File: config.mk
export PLATFORM = sky130hd
export DESIGN_NAME = pc_redirect_sequencer
export DESIGN_NICKNAME = d
export VERILOG_FILES = /design/src/rtl/pc_redirect_sequencer.sv
export SDC_FILE = /design/constraint.sdc
export NUM_CORES = 1
export LEC_CHECK = 0
export CAP_MARGIN = 20
export CORE_MARGIN = 4
export CORE_UTILIZATION = 55
export DETAILED_ROUTE_END_ITERATION = 10
export GPL_ROUTABILITY_DRIVEN = 0
export PLACE_DENSITY = 0.85
export SLEW_MARGIN = 10
export SYNTH_ARGS = -nofsm -noshare
export SYNTH_HDL_FRONTEND = slang
export SYNTH_SLANG_ARGS = --single-unit
File: constraint.sdc
create_clock -name clk -period 7.69 [get_ports clk]
set_input_delay 2.307 -clock clk [delete_from_list [all_inputs] [get_ports clk]]
set_output_delay 2.307 -clock clk [all_outputs]
set_load 0.05 [all_outputs]
File: src/rtl/pc_redirect_sequencer.sv
// PC redirect sequencer: selects the PC source and drives PC write and pipeline flushes
// for exceptions, EX mispredictions, halts and ID jumps/branches. Counts committed mispredictions.
module pc_redirect_sequencer #(
    parameter int unsigned EXC_DRAIN_CYCLES = 2,
    parameter logic [6:0]  HLT_INST         = 7'h3F,
    parameter logic [6:0]  BEQ              = 7'h04,
    parameter logic [6:0]  BNE              = 7'h05,
    parameter logic [6:0]  J                = 7'h02,
    parameter logic [6:0]  JAL              = 7'h03,
    parameter logic [6:0]  JR               = 7'h08
) (
    input  logic        clk,
    input  logic        rst,
    input  logic [6:0]  id_opcode,
    input  logic        wrong_prediction,
    input  logic        exception_flag,
    input  logic        fetch_stall,
    output logic [2:0]  pc_src,
    output logic        pc_write,
    output logic        flush_if_id,
    output logic        flush_id_ex,
    output logic        halted,
    output logic        redirect_pending,
    output logic [15:0] mispredict_count
);

    localparam logic [2:0] SRC_SEQ  = 3'b000;
    localparam logic [2:0] SRC_EXC  = 3'b001;
    localparam logic [2:0] SRC_ID   = 3'b010;
    localparam logic [2:0] SRC_HOLD = 3'b011;
    localparam logic [2:0] SRC_CORR = 3'b100;

    localparam logic [3:0] DRAIN_INIT = 4'(EXC_DRAIN_CYCLES - 1);

    typedef enum logic [1:0] {
        ST_RUN,
        ST_WAIT,
        ST_DRAIN,
        ST_HALTED
    } state_t;

    state_t      state_q, state_d;
    logic [2:0]  pend_src_q, pend_src_d;
    logic [3:0]  drain_cnt_q, drain_cnt_d;
    logic [15:0] count_q, count_d;

    logic        is_branch;
    logic [2:0]  run_code;
    logic [2:0]  wait_code;
    logic        commit;
    logic [2:0]  commit_code;

    always_ff @(posedge clk) begin
        if (rst) begin
            state_q     <= ST_RUN;
            pend_src_q  <= SRC_SEQ;
            drain_cnt_q <= 4'd0;
            count_q     <= 16'd0;
        end else begin
            state_q     <= state_d;
            pend_src_q  <= pend_src_d;
            drain_cnt_q <= drain_cnt_d;
            count_q     <= count_d;
        end
    end

    always_comb begin
        is_branch = (id_opcode == BEQ) || (id_opcode == BNE) || (id_opcode == J)
                 || (id_opcode == JAL) || (id_opcode == JR);

        // A misprediction outranks an ID-stage hlt: that hlt is on the wrong path.
        if (exception_flag)              run_code = SRC_EXC;
        else if (wrong_prediction)       run_code = SRC_CORR;
        else if (id_opcode == HLT_INST)  run_code = SRC_HOLD;
        else if (is_branch)              run_code = SRC_ID;
        else                             run_code = SRC_SEQ;

        // While waiting, only EX/exception events can upgrade the pending redirect.
        if (exception_flag)                                 wait_code = SRC_EXC;
        else if (wrong_prediction && pend_src_q != SRC_EXC) wait_code = SRC_CORR;
        else                                                wait_code = pend_src_q;
    end

    always_comb begin
        state_d          = state_q;
        pend_src_d       = pend_src_q;
        drain_cnt_d      = drain_cnt_q;
        count_d          = count_q;
        pc_src           = SRC_SEQ;
        pc_write         = 1'b0;
        flush_if_id      = 1'b0;
        flush_id_ex      = 1'b0;
        halted           = 1'b0;
        redirect_pending = 1'b0;
        commit           = 1'b0;
        commit_code      = SRC_SEQ;

        case (state_q)
            ST_RUN: begin
                if (run_code == SRC_SEQ) begin
                    pc_write = ~fetch_stall;
                end else if (fetch_stall) begin
                    pc_src     = run_code;
                    pend_src_d = run_code;
                    state_d    = ST_WAIT;
                end else begin
                    commit      = 1'b1;
                    commit_code = run_code;
                end
            end
            ST_WAIT: begin
                pc_src           = wait_code;
                pend_src_d       = wait_code;
                redirect_pending = 1'b1;
                if (!fetch_stall) begin
                    commit      = 1'b1;
                    commit_code = wait_code;
                end
            end
            ST_DRAIN: begin
                pc_write    = ~fetch_stall;
                flush_id_ex = 1'b1;
                if (drain_cnt_q == 4'd0) begin
                    state_d = ST_RUN;
                end else begin
                    drain_cnt_d = drain_cnt_q - 4'd1;
                end
            end
            ST_HALTED: begin
                pc_src = SRC_HOLD;
                halted = 1'b1;
            end
            default: begin
                state_d = ST_RUN;
            end
        endcase

        if (commit) begin
            pc_src     = commit_code;
            pend_src_d = SRC_SEQ;
            case (commit_code)
                SRC_EXC: begin
                    pc_write    = 1'b1;
                    flush_if_id = 1'b1;
                    flush_id_ex = 1'b1;
                    drain_cnt_d = DRAIN_INIT;
                    state_d     = ST_DRAIN;
                end
                SRC_CORR: begin
                    pc_write    = 1'b1;
                    flush_if_id = 1'b1;
                    flush_id_ex = 1'b1;
                    count_d     = (count_q == 16'hFFFF) ? count_q : count_q + 16'd1;
                    state_d     = ST_RUN;
                end
                SRC_HOLD: begin
                    pc_write    = 1'b0;
                    flush_if_id = 1'b1;
                    state_d     = ST_HALTED;
                end
                default: begin
                    pc_write    = 1'b1;
                    flush_if_id = 1'b1;
                    state_d     = ST_RUN;
                end
            endcase
        end

        // Reset masks every output immediately, whatever state the core was in.
        if (rst) begin
            pc_src           = SRC_SEQ;
            pc_write         = 1'b0;
            flush_if_id      = 1'b0;
            flush_id_ex      = 1'b0;
            halted           = 1'b0;
            redirect_pending = 1'b0;
        end
    end

    assign mispredict_count = rst ? 16'd0 : count_q;

endmodule

## After elaboration in Yosys (flattened, before gate mapping)

Cells that the tools add are included.

| word-level totals | value |
|---|---|
| register bits | 25 |
| latch bits | 0 |
| bits in writable memories | 0 |
| memory bits (read-only) | 0 |
| input port bits | 12 |
| output and inout port bits | 24 |
| logic and storage cells | 89 |
| memories kept | 0 |

| operators by class | value |
|---|---|
| add/subtract/negate cells | 2 |
| multiply operators | 0 |
| div/mod/pow operators | 0 |
| $lt $le $gt $ge | 0 |
| equal/unequal tests | 19 |
| shift-type cells | 0 |
| multiplexer cells | 47 |
| bitwise gates (word level) | 2 |
| reduce and logical (&&, ||, !) cells | 15 |

Operators by type and width:

| kind | count |
|---|---|
| 3-bit 2-to-1 mux | 13 |
| 16-bit by 1-bit adder with 16-bit output (second input constant) | 1 |
| 16-bit == test (second input constant) | 1 |
| 1-bit 2-to-1 mux | 16 |
| 16-bit 2-to-1 mux | 1 |
| 4-bit 2-to-1 mux | 4 |
| 7-bit by 2-bit == test with 1-bit output (second input constant) | 2 |
| 7-bit by 3-bit == test with 1-bit output (second input constant) | 2 |
| 2-bit 2-to-1 mux | 6 |
| 3-bit one-hot mux with 2 select lines | 2 |
| 3-bit inequality test (second input constant) | 3 |
| 3-bit one-hot mux with 3 select lines | 1 |
| 2-bit one-hot mux with 2 select lines | 2 |
| 7-bit by 4-bit == test with 1-bit output (second input constant) | 1 |
| 7-bit by 6-bit == test with 1-bit output (second input constant) | 1 |
| 3-bit AND reduction | 2 |
| 2-bit == test (second input constant) | 2 |
| 4-bit zero test | 1 |
| 1-bit logical OR | 4 |
| 2-bit inequality test (second input constant) | 2 |
| 1-bit one-hot mux with 2 select lines | 2 |
| 4-bit AND reduction | 1 |
| 2-bit OR reduction | 2 |
| 4-bit by 1-bit subtractor with 4-bit output (second input constant) | 1 |
| other kinds (11) | 12 |

## Logic depth before layout (Yosys ltp)

| depth | value |
|---|---|
| word-level depth | 17 |
| gate-level depth with buffers | 9 |
| mapped depth without buffers | 7 |

## Worst setup path before layout

Ideal clock, no wire load.

| timing | value |
|---|---|
| kind | input to output |
| start | input port wrong_prediction |
| end | output port pc_write |
| data arrival time | 5.473 ns |
| setup slack | -0.090 ns |
| cell stages on the path | 6 |
| path buffers | 1 |
| path through | buf_4 > o21ai_1 > a31o_2 > o211ai_1 > nor2_1 > a2111oi_0 |

| between the ends | value |
|---|---|
| word-level cells in the longest chain between the ends | 9 |
| elaborated cells on any way between the ends | 18 |
| those cells by class | eq/ne: 1; mux: 15; reduce/logical: 2 |

Ends and longest elaborated chain:

| element | RTL line | text |
|---|---|---|
| start: declaration | 15 | `input logic wrong_prediction,` |
| 3-bit 2-to-1 mux / 1-bit logical AND (equally long branches) | 73, 80 |  |
| 3-bit 2-to-1 mux (on tied branches) | 72, 80 |  |
| 3-bit zero test (tied with other cells) | 100 | `if (run_code == SRC_SEQ) begin` |
| 3-bit 2-to-1 mux (on tied branches) | 100, 115 |  |
| 3-bit one-hot mux with 2 select lines | 98 | `case (state_q)` |
| 3-bit by 2-bit == test with 1-bit output | 141 | `case (commit_code)` |
| 1-bit 2-to-1 mux | 141 |  |
| 1-bit 2-to-1 mux (*) | 138 | `if (commit) begin` |
| 1-bit 2-to-1 mux (*) | 170 | `if (rst) begin` |
| end: declaration | 19 | `output logic pc_write,` |

Every way passes the cells marked *; elsewhere a longest branch is shown, timed or not.

## Worst setup path in the final report

| timing | value |
|---|---|
| start | input port wrong_prediction |
| end | output port flush_id_ex |

| between the ends | value |
|---|---|
| word-level cells in the longest chain between the ends | 10 |
| elaborated cells on any way between the ends | 18 |
| those cells by class | eq/ne: 2; mux: 13; reduce/logical: 3 |

Ends and longest elaborated chain:

| element | RTL line | text |
|---|---|---|
| 3-bit 2-to-1 mux / 1-bit logical AND (equally long branches) | 73, 80 |  |
| 3-bit 2-to-1 mux (on tied branches) | 72, 80 |  |
| 3-bit zero test (tied with other cells) | 100 |  |
| 3-bit 2-to-1 mux (on tied branches) | 100, 115 |  |
| 3-bit one-hot mux with 2 select lines | 98 |  |
| 3-bit by 1-bit == test with 1-bit output / 3-bit == test (equally long branches) | 141 |  |
| 2-bit OR reduction (no line) | n/a |  |
| 1-bit 2-to-1 mux | 141 |  |
| 1-bit 2-to-1 mux (*) | 138 |  |
| 1-bit 2-to-1 mux (*) | 170 |  |
| end: declaration | 21 | `output logic flush_id_ex,` |

Marks and branches as above.

==> reports/results.ini <==
[status]
status = complete, no violations

[worst_hold_path]
hold_class = flip-flop to flip-flop
hp-start = pend_src_q[2]

[routing]
post-route-drc-count = 0
wl_per_cell_um = 13.3
via_per_inst = 5.79
routed_wl_mm = 3.74
drt_first_pass_iters = 4
via_count = 1627
drt_iter0_markers = 80
antenna_left = 0

[synth]
synth_top_family_by_area = simple AND/OR/NAND/NOR gates
yosysSeqAreaShare = 0.295
synth_edf_count = 0
synthMuxAreaShare = 0.0192
ys_ff_latch = 25
syn_area_um2 = 1700
synthCells = 221
yosys_warnings = 0
synth_ff_type = dfxtp_1
synth_adder_area_share = 0.0148
yosysUniqueCellTypes = 48
ys_async_sr_fraction = 0
synthSimpleGateAreaFrac = 0.369
synth_compound_area_frac = 0.179
syn_nets = 235
synth_xor_area_frac = 0.0723
syn_area_per_cell_um2 = 7.67

[cts]
cts_max_level = 1
cts_root_buf = clkbuf_4
postCtsSetupRepairBufs = 0
cts_resized = 0
cts_sinks = 25
cts_tree = built
cts-root-to-sink-buffers = 2
cts_made_buffers = 3
path_clk_slew_ns = 0.13
clk_latency_ns = 0.32
ctsHoldBuffers = 0

[timing]
setup_ws_ns = 0.452
setup_viol = 0
hold_violations = 0
fin_tns_setup_ns = 0
period_needed_ns = 7.24
fmax_mhz = 138
slew_violations = 0
rsz0062_at_grt = false
period_share = 0.941
relSlewSlack = 0.633
skew_ns = 0.0103
tightest_slew_ns = 0.549

[floorplanning]
fp.coreArea_um2 = 2850
io-pin-count = 36
die_h_um = 63.5
die_w_um = 63.5
rows = 19
dieArea_um2 = 4030
start_util = 0.594

[global_route]
grt_pass1_wl_mm = 6.54
grt_pass1_vias = 1484
grt.overflow.total = 0
grt_max_degree = 33
grt_usage = 0.194
antenna_found_initial = 0

[worst_setup_path]
worst-path-max-fanout = 10
arrival_ns = 4.93
cp.required_ns = 5.38
start_kind = input pin
cp-startpoint = wrong_prediction
critPathCaptureType = output pin
path_class = input pin to output pin
regToRegStartpoint = count_q[0]

[power_and_ir_drop]
p_per_area_nw_per_um2 = 122
irDropWorstVdd_mv = 0.0840
p_leak_nw = 0.694

[place]
place.detailed.hpwl_mm = 2.86
io_buffers = 35
post-place-ws_ns = 0.470

[finish]
fill_cells = 252
multi_input_area_um2 = 1110
regArea_um2 = 500
final_util = 0.726
fin_nets = 265
mostFrequentLayoutCell = clkdlybuf4s50_1
syn_to_final_growth_pct = 22.2
layout_common_cells = 35 x clkdlybuf4s50_1, 32 x nor2_1, 25 x dfxtp_1, 18 x nor2b_1, 15 x nand2_1
diodes = 0
layout-drive-gt1-share = 0.0680

[run]
cap_violations = 0

-- routing by layer --
| layer | wire [µm] | global-route usage |
|---|---|---|
| met1 | 1810 | 0.265 |
| met3 | 164 | 0.0462 |
| met4 | 12 | 0.0296 |
| met5 | 0 | 0 |
| met2 | 1750 | 0.316 |
-- report_power, final --
part           switching, mW  total, mW  internal [mW]
registers            0.00557      0.138          0.132
clock network         0.0397     0.0596         0.0198
logic                 0.0327     0.0553         0.0226
total                 0.0780      0.253          0.175
-- final cells by class --
type | instances | share of cell area
Clock buffer | 3 | 0.0109
Clock inverter | 1 | 0.00362
Inverter | 4 | 0.00725
Multi-Input combinational cell | 180 | 0.536
Sequential cell | 25 | 0.242
Tap cell | 31 | 0.0187
Timing Repair Buffer | 37 | 0.182
-- synth_stat cells, drive strengths merged (3+ instances only) --
master / count / share of area
a21o: 3 / 0.013
a21oi: 11 / 0.032
buf: 5 / 0.027
clkbuf: 7 / 0.016
dfxtp: 25 / 0.30
inv: 4 / 0.0089
nand2: 16 / 0.037
nand2b: 5 / 0.018
nand3: 9 / 0.027
nand4: 5 / 0.018
nor2: 33 / 0.077
nor2b: 18 / 0.066
nor3: 14 / 0.048
nor4: 3 / 0.020
o211ai: 3 / 0.013
o21ai: 14 / 0.041
or4: 3 / 0.013
xnor2: 9 / 0.046
xor2: 5 / 0.026
-- logic make-up after synthesis --
group / count (synthesis)
simple gates: 115
compound gates: 46
flops: 25
buf+inv: 16
xor+xnor: 14
mux: 3
fa+ha+maj: 2
-- flip-flops by register name (all words and copies together), names as in the netlist --
| name | cells |
|---|---|
| state_q | 2 |
| pend_src_q | 3 |
| count_q | 16 |
| drain_cnt_q | 4 |
-- metrics by stage --
step / std cells / power, mW / cell area (µm²) / hold slack (ns)
after global routing: 281 / 0.267 / 2070 / 0.550
after floorplan: 221 / 0.177 / 1700 / 0.474
after global placement: 277 / 0.195 / 2040 / 0.493
after detailed placement: 277 / 0.196 / 2040 / 0.507
after CTS: 281 / 0.255 / 2070 / 0.528
final: 281 / 0.253 / 2070 / 0.522
-- worst max-delay path: stages --
cell	delay, ns
clkdlybuf4s50_1	0.67
o21ai_1	0.17
a31o_2	0.28
o21ai_0	0.27
xor2_1	0.17
nand2_1	0.07
a21oi_1	0.17
clkdlybuf4s50_1	0.82
-- path summary, 6_finish.rpt --
kind / end / slack, ns / cells after the start
max reg2reg: count_q[11] / 5.38 / 7
min: pend_src_q[2] / 0.52 / 2
min reg2reg: pend_src_q[2] / 0.52 / 2
max: flush_id_ex / 0.45 / 8
Note: power is estimated with default switching activity, not from simulation.
